==> src/rtl/par2ser_pkg.sv <==
// Shared types and constants for the parallel-to-serial transmitter.
// Optional parity state is present only when PAR2SER_PARITY_EN is defined.
package par2ser_pkg;

  localparam int DEFAULT_WIDTH = 8;

`ifdef PAR2SER_PARITY_EN
  typedef enum logic [1:0] {
    IDLE   = 2'd0,
    SHIFT  = 2'd1,
    PARITY = 2'd2
  } state_e;
`else
  typedef enum logic [1:0] {
    IDLE  = 2'd0,
    SHIFT = 2'd1
  } state_e;
`endif

endpackage

==> src/rtl/par2ser_tx_bit_cell.sv <==
// One shift-register stage: a single flop that either loads a
// parallel bit or takes its neighbour's bit, with sync reset.
module tx_bit_cell (
  input  logic clk,
  input  logic rst,
  input  logic en,
  input  logic sel_load,
  input  logic d_load,
  input  logic d_shift,
  output logic q
);

  logic q_q;
  logic q_d;

  // Pick the next stored bit: parallel load wins over shift.
  always_comb begin
    q_d = q_q;
    if (en) begin
      q_d = sel_load ? d_load : d_shift;
    end
  end

  // Storage flop with synchronous reset.
  always_ff @(posedge clk) begin
    if (rst) begin
      q_q <= 1'b0;
    end else begin
      q_q <= q_d;
    end
  end

  assign q = q_q;

endmodule

==> src/rtl/par2ser_tx.sv <==
// MSB-first parallel-to-serial transmitter with zero-gap streaming.
// Define PAR2SER_PARITY_EN to append an even-parity bit per word.
module par2ser_tx
  import par2ser_pkg::*;
#(
  parameter int WIDTH = DEFAULT_WIDTH
) (
  input  logic             clk,
  input  logic             rst,
  input  logic [WIDTH-1:0] in,
  input  logic             load,
  output logic             ready,
  output logic             sout,
  output logic             sout_valid,
  output logic             done
);

  localparam int CW = (WIDTH > 1) ? $clog2(WIDTH) : 1;

  state_e          state_q;
  state_e          state_d;
  logic [CW-1:0]   cnt_q;
  logic [CW-1:0]   cnt_d;
  logic [WIDTH-1:0] sr;
  logic [WIDTH-1:0] sh_in;
  logic            last_bit;
  logic            accept;
  logic            sr_en;

`ifdef PAR2SER_PARITY_EN
  logic parity_q;
  logic parity_d;
`endif

  assign last_bit = (state_q == SHIFT) &&
                    (cnt_q == CW'(WIDTH - 1));

`ifdef PAR2SER_PARITY_EN
  assign done = (state_q == PARITY);
`else
  assign done = last_bit;
`endif

  assign ready  = (state_q == IDLE) || done;
  assign accept = load && ready;
  assign sr_en  = accept || (state_q == SHIFT);
  assign sh_in  = sr << 1;

  for (genvar i = 0; i < WIDTH; i++) begin : g_cell
    tx_bit_cell u_cell (
      .clk      (clk),
      .rst      (rst),
      .en       (sr_en),
      .sel_load (accept),
      .d_load   (in[i]),
      .d_shift  (sh_in[i]),
      .q        (sr[i])
    );
  end

  assign sout_valid = (state_q != IDLE);

`ifdef PAR2SER_PARITY_EN
  assign sout = (state_q == PARITY) ? parity_q
              : (sout_valid & sr[WIDTH-1]);
`else
  assign sout = sout_valid & sr[WIDTH-1];
`endif

  // Next state, bit counter and parity for the word in flight.
  always_comb begin
    state_d = state_q;
    cnt_d   = cnt_q;
`ifdef PAR2SER_PARITY_EN
    parity_d = parity_q;
    if (accept) begin
      parity_d = ^in;
    end
`endif
    unique case (state_q)
      IDLE: begin
        if (accept) begin
          state_d = SHIFT;
          cnt_d   = '0;
        end
      end
      SHIFT: begin
        if (last_bit) begin
`ifdef PAR2SER_PARITY_EN
          state_d = PARITY;
`else
          if (accept) begin
            cnt_d = '0;
          end else begin
            state_d = IDLE;
          end
`endif
        end else begin
          cnt_d = cnt_q + CW'(1);
        end
      end
`ifdef PAR2SER_PARITY_EN
      PARITY: begin
        if (accept) begin
          state_d = SHIFT;
          cnt_d   = '0;
        end else begin
          state_d = IDLE;
        end
      end
`endif
      default: begin
        state_d = IDLE;
        cnt_d   = '0;
      end
    endcase
  end

  // FSM registers; reset aborts any word in flight.
  always_ff @(posedge clk) begin
    if (rst) begin
      state_q <= IDLE;
      cnt_q   <= '0;
`ifdef PAR2SER_PARITY_EN
      parity_q <= 1'b0;
`endif
    end else begin
      state_q <= state_d;
      cnt_q   <= cnt_d;
`ifdef PAR2SER_PARITY_EN
      parity_q <= parity_d;
`endif
    end
  end

endmodule

==> config.mk <==
export PLATFORM = sky130hd
export DESIGN_NAME = par2ser_tx
export DESIGN_NICKNAME = d
export VERILOG_FILES = /design/src/rtl/par2ser_pkg.sv /design/src/rtl/par2ser_tx_bit_cell.sv /design/src/rtl/par2ser_tx.sv
export SDC_FILE = /design/constraint.sdc
export NUM_CORES = 1
export LEC_CHECK = 0
export CELL_PAD_IN_SITES_DETAIL_PLACEMENT = 1
export CELL_PAD_IN_SITES_GLOBAL_PLACEMENT = 2
export CORE_AREA = 2 2 48 50
export CTS_CLUSTER_DIAMETER = 60
export DETAILED_ROUTE_END_ITERATION = 10
export DIE_AREA = 0 0 50 52
export GPL_TIMING_DRIVEN = 0
export PLACE_DENSITY_LB_ADDON = 0.12
export SLEW_MARGIN = 30
export SYNTH_ARGS = -nofsm -noshare
export SYNTH_HDL_FRONTEND = slang
export SYNTH_HIERARCHICAL = 1
export SYNTH_SLANG_ARGS = --single-unit
==> constraint.sdc <==
create_clock -name clk -period 4 [get_ports clk]
set_input_delay 0.4 -clock clk [delete_from_list [all_inputs] [get_ports clk]]
set_output_delay 0.4 -clock clk [all_outputs]
set_load 0.01 [all_outputs]
==> results.py, run 1 <==
metrics = {
    "logic_synthesis": {
        "post_synth_mux_area_share_pct": 16.0,
        "synth_top_cell_area_share_pct": 40.5,
        "post_synth.cell_area_avg_um2": 10.6,
        "postSynthNetCount": 69,
        "yosys.area_share.xor_xnor_pct": 0,
        "yosys.area_share.adder_pct": 4.22,
        "largest_family_of_logic_cells_by_synthesized_area": "simple AND/OR/NAND/NOR gates",
        "synth.ff_latch_count": 12,
        "synth_top_cells_by_area": "sky130_fd_sc_hd__dfxtp_1 41%, sky130_fd_sc_hd__a211oi_2 17%, sky130_fd_sc_hd__mux2i_1 14%",
        "yosys.area.top_type": "sky130_fd_sc_hd__dfxtp_1",
        "synth-simple-area-share_pct": 19.4,
        "synth-compound-area-share_pct": 18.6,
        "mappedNetlistArea_um2": 593,
        "synth_warnings": 6,
        "postSynthCellCount": 56,
        "synth-seq-area-share_pct": 40.5,
        "post_synth_num_cell_types": 16,
    },
    "floorplan": {
        "starting_density_pct": 28.2,
        "die-area_mm2": 0.00260,
        "fp.dieW_um": 50,
        "fp-row-count": 17,
        "design.portCount": 15,
        "design.core.area_mm2": 0.00211,
        "die_height_um": 52,
    },
    "layout": {
        "fin_util_pct": 37.6,
        "seqCellArea_um2": 240,
        "final_common_cell": "sky130_fd_sc_hd__clkdlybuf4s50_1",
        "mostFrequentLayoutCells": "14 x sky130_fd_sc_hd__clkdlybuf4s50_1, 12 x sky130_fd_sc_hd__dfxtp_1, 10 x sky130_fd_sc_hd__nor2_1",
        "fillers": 242,
        "footprint_of_the_multi_input_gates_um2": 349,
        "antenna_cells": 0,
        "fraction_of_final_layout_cells_sized_beyond_drive_strength_1_pct": 26.0,
        "layout.nets": 88,
        "synth_to_layout_area_growth_pct": 33.3,
        "stdcell_area_um2": 791,
    },
    "clock_network": {
        "postcts_resize_cnt": 0,
        "cts_tree": "built",
        "cts_num_sinks": 12,
        "path_clk_slew_ps": 70,
        "count_of_hold_buffers_inserted_by_post_cts_repair": 0,
        "h-tree-depth": 1,
        "cts_root_buffer": "sky130_fd_sc_hd__clkbuf_4",
        "cts-buffers-inserted": 3,
        "post_cts_buffers": 0,
        "insertion_delay_ps": 260,
        "ctsLongestPathBuffers": 2,
    },
    "worst_setup_path": {
        "critPathMaxFanout": 5,
        "setup.worst_path.start_class": "register",
        "required_ps": 3600,
        "crit_start": "cnt_q[0]$_SDFF_PP0_",
        "path_class": "reg2out",
        "worstSetupEndpointType": "output port",
        "arrival_ps": 1730,
        "r2r-start": "cnt_q[0]$_SDFF_PP0_",
    },
    "hold_path": {
        "min-delay-start": "cnt_q[2]$_SDFF_PP0_",
        "worstHoldPathType": "reg2reg",
    },
    "timing": {
        "setup_viol_count_final": 0,
        "maxSlewViolCount": 0,
        "timing.final.crit_period_ps": 2130,
        "fin_tns_setup_ps": 0,
        "tightest_slew_ps": 627,
        "timing.final.hold_violations": 0,
        "period_share_pct": 53.3,
        "headroom_to_the_max_slew_limit_pct": 58.1,
        "clock-skew-final_ps": 1.83,
        "setup_repair_after_global_routing_missed_its_margin": "false",
        "final_critical_path_setup_slack_ps": 1870,
        "timing.fmax_mhz": 469,
    },
    "route": {
        "dr_wl_met2_um": 481,
        "routedLengthMet1_um": 582,
        "detail_route.wirelength_um": 1140,
        "top_routing_layer_in_use": "met4",
        "met3RoutedLength_um": 65,
        "drt-pass1-iter-count": 4,
        "vias": 449,
        "remaining_drc_errors": 0,
        "route.detailed.wl_per_inst_um": 11.3,
        "routed_via_density": 4.45,
        "ant_nets": 0,
        "first_iter_violations": 1,
    },
    "grt": {
        "grt_max_degree": 17,
        "grt_pass1_wl_um": 2150,
        "global_route.usage.total_pct": 10.9,
        "vias_in_the_first_global_route": 509,
        "number_of_antenna_violations_at_the_first_check_in_global_routing": 0,
        "overflow": 0,
    },
    "pwr": {
        "peakVddDrop_mv": 0.144,
        "powerDensity_mw_per_mm2": 324,
        "p_total_mw": 0.256,
        "leakage_nw": 0.309,
    },
    "run": {
        "maxCapViolCount": 0,
    },
    "outcome": {
        "status": "finished, final reports clean",
    },
    "placed_design": {
        "portBuffers": 14,
        "globalplace.congestion": 0.655,
        "postPlaceCellArea_um2": 768,
        "dpl.hpwl_um": 830,
        "pre_cts_slack_ps": 2150,
    },
}
layout make-up:
| class | count | share of cell area (%) |
|---|---|---|
| multi-input cells | 43 | 44.1 |
| flip-flops and latches | 12 | 30.4 |
| repair buffers | 14 | 17.7 |
| well taps | 28 | 4.43 |
| clock buffers | 3 | 2.85 |
| inverters | 1 | 0.475 |
path summary, 6_finish.rpt:
check                                          to  slack, ps  cells after the start
setup / recovery                            ready       1870                      5
hold / removal                cnt_q[2]$_SDFF_PP0_        490                      2
setup reg to reg  g_cell[5].u_cell/q$_SDFFE_PP0P_       2240                      7
hold reg to reg               cnt_q[2]$_SDFF_PP0_        490                      2
cells in the mapped netlist, drive strengths merged:
| library cell | n |
|---|---|
| inv | 1 |
| a21oi | 2 |
| nand2b | 1 |
| nor2 | 11 |
| conb | 1 |
| a211oi | 8 |
| nand3b | 2 |
| dfxtp | 12 |
| mux2i | 8 |
| nand2 | 2 |
| ha | 2 |
| mux2 | 1 |
| nor2b | 1 |
| and2 | 3 |
| or2 | 1 |
worst max-delay path: stages, from the launching register on:
cell,delay (ps)
sky130_fd_sc_hd__dfxtp_1,330
sky130_fd_sc_hd__ha_1,200
sky130_fd_sc_hd__ha_1,220
sky130_fd_sc_hd__nor2b_4,160
sky130_fd_sc_hd__inv_2,80
sky130_fd_sc_hd__clkdlybuf4s50_1,480
report_power, final:
group          total [mW]  leakage (nW)  switching, mW  internal, mW
Clock              0.0700        0.0138         0.0353        0.0346
Sequential          0.133        0.0992        0.00490         0.129
Combinational      0.0530         0.196         0.0240        0.0290
per-stage QoR:
step / hold slack (ps) / instances
after floorplan: 458 / 56
after global placement: 477 / 98
after detailed placement: 482 / 98
after CTS: 495 / 101
after global routing: 537 / 101
final: 492 / 101
kinds of logic after synthesis:
kind of cell / after synthesis
AO/OA/AOI/OAI: 10
adder cells (fa/ha/maj): 2
buffers and inverters: 1
flip-flops: 12
multiplexers: 9
other: 1
AND/OR/NAND/NOR: 21
registers in the layout, indices dropped and copies added, names as in the netlist:
signal / cells
g_cell.u_cell/q: 8
cnt_q: 3
state_q: 1
layer usage:
layer,GRT usage [%],vias up
met5,0,-
met1,13.4,205
met3,2.30,2
met4,5.56,0
met2,18.0,10
li1,-,232
No activity file was read; power rests on OpenSTA's default activity.
==> run 2, diff against run 1 <==
--- a/config.mk
+++ b/config.mk
@@ -7,10 +7,10 @@
 export LEC_CHECK = 0
 export CELL_PAD_IN_SITES_DETAIL_PLACEMENT = 1
 export CELL_PAD_IN_SITES_GLOBAL_PLACEMENT = 2
-export CORE_AREA = 2 2 48 50
+export CORE_AREA = 2 2 50 52
 export CTS_CLUSTER_DIAMETER = 60
 export DETAILED_ROUTE_END_ITERATION = 10
-export DIE_AREA = 0 0 50 52
+export DIE_AREA = 0 0 52 54
 export GPL_TIMING_DRIVEN = 0
 export PLACE_DENSITY_LB_ADDON = 0.12
 export SLEW_MARGIN = 30
==> constraint.sdc (replaced) <==
create_clock -name clk -period 2.15 [get_ports clk]
set_input_delay 0.215 -clock clk [delete_from_list [all_inputs] [get_ports clk]]
set_output_delay 0.215 -clock clk [all_outputs]
set_load 0.01 [all_outputs]
==> run 2 against run 1 <==
Against the previous run:
- combinational power grew 85%
- register-to-register slack worse by 1800 ps
- sequential share of layout area down 0.61 points
- critical path type unchanged
- largest cell class unchanged
- largest power group unchanged
==> results.py, run 2 (synthesis results as in run 1) <==
metrics = {
    "route": {
        "routedLengthMet1_um": 541,
        "routed_via_density": 4.38,
        "drt-pass1-iter-count": 3,
        "detail_route.wirelength_um": 1170,
        "met3RoutedLength_um": 48,
        "route.detailed.wl_per_inst_um": 11.3,
        "dr_wl_met2_um": 565,
        "first_iter_violations": 1,
        "vias": 456,
        "ant_nets": 0,
        "top_routing_layer_in_use": "met4",
        "remaining_drc_errors": 0,
    },
    "timing": {
        "period_share_pct": 91.1,
        "timing.final.crit_period_ps": 1960,
        "maxSlewViolCount": 0,
        "setup_repair_after_global_routing_missed_its_margin": "false",
        "timing.final.hold_violations": 0,
        "tightest_slew_ps": 639,
        "headroom_to_the_max_slew_limit_pct": 57.3,
        "timing.fmax_mhz": 511,
        "clock-skew-final_ps": 4.18,
        "setup_viol_count_final": 0,
        "fin_tns_setup_ps": 0,
        "hold_slack_ps": 499,
        "final_critical_path_setup_slack_ps": 192,
    },
    "clock_network": {
        "cts_tree": "built",
        "insertion_delay_ps": 270,
        "path_clk_slew_ps": 80,
        "postcts_resize_cnt": 0,
        "count_of_hold_buffers_inserted_by_post_cts_repair": 0,
        "post_cts_buffers": 0,
        "ctsLongestPathBuffers": 2,
        "cts-buffers-inserted": 3,
        "cts_num_sinks": 12,
        "h-tree-depth": 1,
        "cts_root_buffer": "sky130_fd_sc_hd__clkbuf_4",
    },
    "grt": {
        "grt_pass1_wl_um": 1950,
        "overflow": 0,
        "vias_in_the_first_global_route": 464,
        "global_route.usage.total_pct": 9.77,
        "number_of_antenna_violations_at_the_first_check_in_global_routing": 0,
        "grt_max_degree": 17,
    },
    "placed_design": {
        "portBuffers": 14,
        "pre_cts_slack_ps": 401,
        "postPlaceCellArea_um2": 771,
        "globalplace.congestion": 0.570,
        "dpl.hpwl_um": 829,
        "dp_cells": 100,
    },
    "floorplan": {
        "design.portCount": 15,
        "die_height_um": 54,
        "fp.dieW_um": 52,
        "design.core.area_mm2": 0.00232,
        "fp-row-count": 18,
        "starting_density_pct": 25.6,
        "die-area_mm2": 0.00281,
    },
    "layout": {
        "largest_register_ff_count": 8,
        "fraction_of_final_layout_cells_sized_beyond_drive_strength_1_pct": 27.0,
        "stdcell_area_um2": 807,
        "seqCellArea_um2": 240,
        "fin_util_pct": 34.8,
        "layout.nets": 88,
        "synth_to_layout_area_growth_pct": 36.1,
        "post_layout_nonfiller_instances": 104,
        "mostFrequentLayoutCells": "14 x sky130_fd_sc_hd__clkdlybuf4s50_1, 12 x sky130_fd_sc_hd__dfxtp_1, 10 x sky130_fd_sc_hd__nor2_1",
        "fillers": 270,
        "final_common_cell": "sky130_fd_sc_hd__clkdlybuf4s50_1",
        "footprint_of_the_multi_input_gates_um2": 349,
        "antenna_cells": 0,
    },
    "worst_setup_path": {
        "worst_path_dominant_cell_family": "buffers and inverters",
        "worstPathCellList": "ha_1 -> ha_1 -> nor2b_4 -> inv_2 -> clkdlybuf4s50_1",
        "worst_path_largest_cell_delay_ps": 480,
        "path_class": "reg2out",
        "critPathMaxFanout": 5,
        "critPathMostFrequentCell": "sky130_fd_sc_hd__ha_1",
        "setup.worst_path.start_class": "register",
        "required_ps": 1930,
        "critical_path_buf_inv_count": 2,
        "arrival_ps": 1740,
        "critical_path.slowest_cell": "sky130_fd_sc_hd__clkdlybuf4s50_1",
        "worstSetupEndpointType": "output port",
    },
    "outcome": {
        "status": "finished, final reports clean",
    },
    "run": {
        "maxCapViolCount": 0,
    },
    "pwr": {
        "leakage_nw": 0.316,
        "powerDensity_mw_per_mm2": 658,
        "peakVddDrop_mv": 0.229,
        "p_total_mw": 0.531,
    },
    "hold_path": {
        "worstHoldPathType": "reg2reg",
    },
}
run 2: area by class of cell:
type	instances	share of cell area, %
multi-input combinational	43	43.3
inverter	1	0.465
timing repair buffer	14	17.4
clock buffer	4	4.50
sequential	12	29.8
tap	30	4.65
run 2: where the power goes:
group	internal, mW	leakage [nW]	switching, mW
logic	0.0539	0.196	0.0443
clock network	0.103	0.0210	0.0812
registers	0.239	0.0992	0.00919
run 2: worst register-to-register path, cell delays in order (launching register included):
cell and delay [ps]:
sky130_fd_sc_hd__dfxtp_1 340, sky130_fd_sc_hd__ha_1 210, sky130_fd_sc_hd__ha_1 220, sky130_fd_sc_hd__nor2b_4 160
sky130_fd_sc_hd__inv_2 80, sky130_fd_sc_hd__and2_2 290, sky130_fd_sc_hd__mux2i_1 160, sky130_fd_sc_hd__a211oi_2 210
run 2: layer usage:
| metal | vias to the layer above | global-route usage, % |
|---|---|---|
| met5 | - | 0 |
| met1 | 213 | 11.5 |
| met4 | 0 | 6.58 |
| li1 | 233 | - |
| met2 | 8 | 15.6 |
| met3 | 2 | 2.50 |
run 2: final timing paths:
| check | startpoint | to | cells past startpoint | slack [ps] |
|---|---|---|---|---|
| hold reg to reg | cnt_q[1]$_SDFF_PP0_ | cnt_q[1]$_SDFF_PP0_ | 2 | 500 |
| setup reg to reg | cnt_q[0]$_SDFF_PP0_ | g_cell[5].u_cell/q$_SDFFE_PP0P_ | 7 | 410 |
| setup / recovery | cnt_q[0]$_SDFF_PP0_ | ready | 5 | 190 |
| hold / removal | cnt_q[1]$_SDFF_PP0_ | cnt_q[1]$_SDFF_PP0_ | 2 | 500 |
==> run 3, diff against run 2 <==
==> constraint.sdc (replaced) <==
create_clock -name clk -period 2.2 [get_ports clk]
set_input_delay 0.22 -clock clk [delete_from_list [all_inputs] [get_ports clk]]
set_output_delay 0.22 -clock clk [all_outputs]
set_load 0.01 [all_outputs]
==> results of run 3 <==
The final DEF is identical to that of run 2. Status: finished, final reports clean.
Among the figures that moved: setup slack after placement 401 ps -> 451 ps; setup slack after layout 192 ps -> 237 ps; register-to-register setup slack 410 ps -> 460 ps; total power 0.531 mW -> 0.519 mW; worst IR drop on VDD 0.229 mV -> 0.224 mV
==> variant: new RTL, flow settings as in run 1 <==
Add a define of `PAR2SER_PARITY_EN`.
--- a/src/rtl/par2ser_pkg.sv
+++ b/src/rtl/par2ser_pkg.sv
@@ -1,5 +1,7 @@
 // Shared types and constants for the parallel-to-serial transmitter.
 // Optional parity state is present only when PAR2SER_PARITY_EN is defined.
+`define PAR2SER_PARITY_EN
+
 package par2ser_pkg;
 
   localparam int DEFAULT_WIDTH = 8;
Check against the original RTL: not equivalent (Yosys sat finds a counterexample within 10 cycles, from zero or initial values and one cycle with rst high).
==> variant against run 1 <==
Sequential power is 20% higher. Setup slack got worse by 160 ps. Sequential cell count is 2 higher. Total power is 23% higher. Design area rose by 14%. Die area is the same. Synthesized area increased by 19%. Count of clock-buffer cells in the layout stayed put. Via count increased by 25%. Routed wire length is 20% higher. Synthesized cell count rose by 23%. Largest cell class unchanged.
==> variant: results (changes against run 1) <==
- Status: complete, no violations
- R2R depth: 4 (-3)
- Syn nets: 82 (+19%)
- FF-to-FF End: g_cell[4].u_cell/q$_SDFFE_PP0P_
- Commonest cells post-synth: nor2_1 (16), dfxtp_1 (14), a211oi_2 (9), mux2i_1 (9), xnor2_1 (7)
- CP max-delay cell: nand2b_1
- VDD IR max: 158 uV (+9.3%)
- Post-DP HPWL: 1020 um (+23%)
- XOR/XNOR share of the synthesized area: 8.70% (+8.7 points)
- Layout cells sized above 1: 16.3% (-9.7 points)
- Largest net degree at the start of global routing: 17 (unchanged)
- Crit-path max cell delay: 660 ps (+180 ps)
- DR pass1 iterations: 3 (-1)
- Synth Area in Compound Gates: 20.1% (+1.5 points)
- Synth Area in Adders: 3.55% (-0.67 points)
- Grt met3 use: 4.31% (+2.0 points)
- Worst slew pin tran: 715 ps (+87.7 ps)
- Metal3 WL: 34 um (-48%)
- Metal-1 WL: 562 um (-3.4%)
- Routed wl met2: 760 um (+58%)
- Worst hold start: cnt_q[2]$_SDFFE_PP0P_
- DRT iter0 DRCs: 3 (+2)
- Sw Pwr: 89.5 uW (+39%)
- Avg Inst Size Synth: 10.2 um^2 (-3.6%)
- Synth top area cells: dfxtp_1 (40%), a211oi_2 (16%), mux2i_1 (13%), xnor2_1 (8.7%), nor2_1 (8.5%)
- Avg WL per Cell: 12.1 um (+6.6%)
- GR Util met1: 12.1% (-1.3 points)
- Vias in the first global route: 533 (+4.7%)
- Worst Setup SP: load
- Register area share after synthesis: 39.8% (-0.72 points)
- Largest fanout on the critical path: 16 (+11)
- Placed Cells: 111 (+13%)
- Leakage Power: 0.342 nW (+11%)
- Final #Nets: 101 (+15%)
- Mux contribution to synthesized area: 12.8% (-3.2 points)
- Routing usage on met2: 22.8% (+4.8 points)
- Filler cell count in the final layout: 246 (+1.7%)
- Worst reg2reg path startpoint: state_q[0]$_SDFFE_PP0P_
- Placer Congestion: 0.651 (-0.61%)
- Global-route wire length before repair: 2330 um (+8.0%)
- Via-to-Cell Ratio: 4.92 (+11%)
- Hold Crit Class: register to register
- Yosys cell types: 15 (-1)
- Ys Warns: 6 (unchanged)
- Clock Tree Buf Depth: 2 (unchanged)
- Min-Delay Endpoint: cnt_q[2]$_SDFFE_PP0P_
- WHS: 515 ps (+23.0 ps)
- Setup WS pre-CTS: 1370 ps (-782 ps)
- Final wirelength: 1370 um (+20%)
- Top delay family on crit path: simple AND/OR/NAND/NOR gates
- Post-DP Area: 882 um^2 (+15%)
- Clock skew: 3.78 ps (+1.94 ps)
- CP arrival: 2480 ps (+750 ps)
- R2r setup slk: 1940 ps (-300 ps)
- Async SR Flop Fraction: 0% (unchanged)
- Top layer in use: met4
- Gr usage total: 12.4% (+1.5 points)
-- variant: worst register-to-register path, stage by stage (launching register included) --
cell and delay (ps):
dfxtp_1 390, nor2b_2 600, nand2b_1 670, nor2_1 120, a211oi_2 210
-- variant: per-stage QoR --
stage | power [mW] | utilization [%]
2_1_floorplan | 0.215 | -
3_3_place_gp | 0.242 | 41.8
3_5_place_dp | 0.244 | 41.9
4_1_cts | 0.323 | 43.0
5_1_grt | 0.338 | 43.0
6_report | 0.316 | 43.0
-- variant: how the worst max path moves through the flow --
stage | to | slack (ps) | cells after the start
6_report | g_cell[4].u_cell/q$_SDFFE_PP0P_ | 1710 | 5
4_1_cts | g_cell[4].u_cell/q$_SDFFE_PP0P_ | 1650 | 5
3_5_place_dp | g_cell[4].u_cell/q$_SDFFE_PP0P_ | 1370 | 5
3_3_place_gp | g_cell[4].u_cell/q$_SDFFE_PP0P_ | 1060 | 5
5_1_grt | g_cell[0].u_cell/q$_SDFFE_PP0P_ | 1510 | 5
2_1_floorplan | g_cell[0].u_cell/q$_SDFFE_PP0P_ | 1960 | 4
-- variant: cell type report --
cell class                      instances  area (um^2)  share of cell area, %
Sequential cell                        14          280                   31.0
Multi-Input combinational cell         54          423                   46.7
Clock buffer                            3         22.5                   2.49
Timing Repair Buffer                   14          140                   15.5
Tap cell                               28         35.0                   3.87
Inverter                                1         3.75                  0.415
-- variant: power groups by stage --
stage               Combinational (mW)  Clock [mW]  Sequential, mW
global placement                0.0797           0           0.162
CTS                             0.0813      0.0827           0.159
finish                          0.0792      0.0780           0.159
detailed placement              0.0810           0           0.163
floorplan                       0.0543           0           0.160
global route                    0.0876      0.0893           0.161
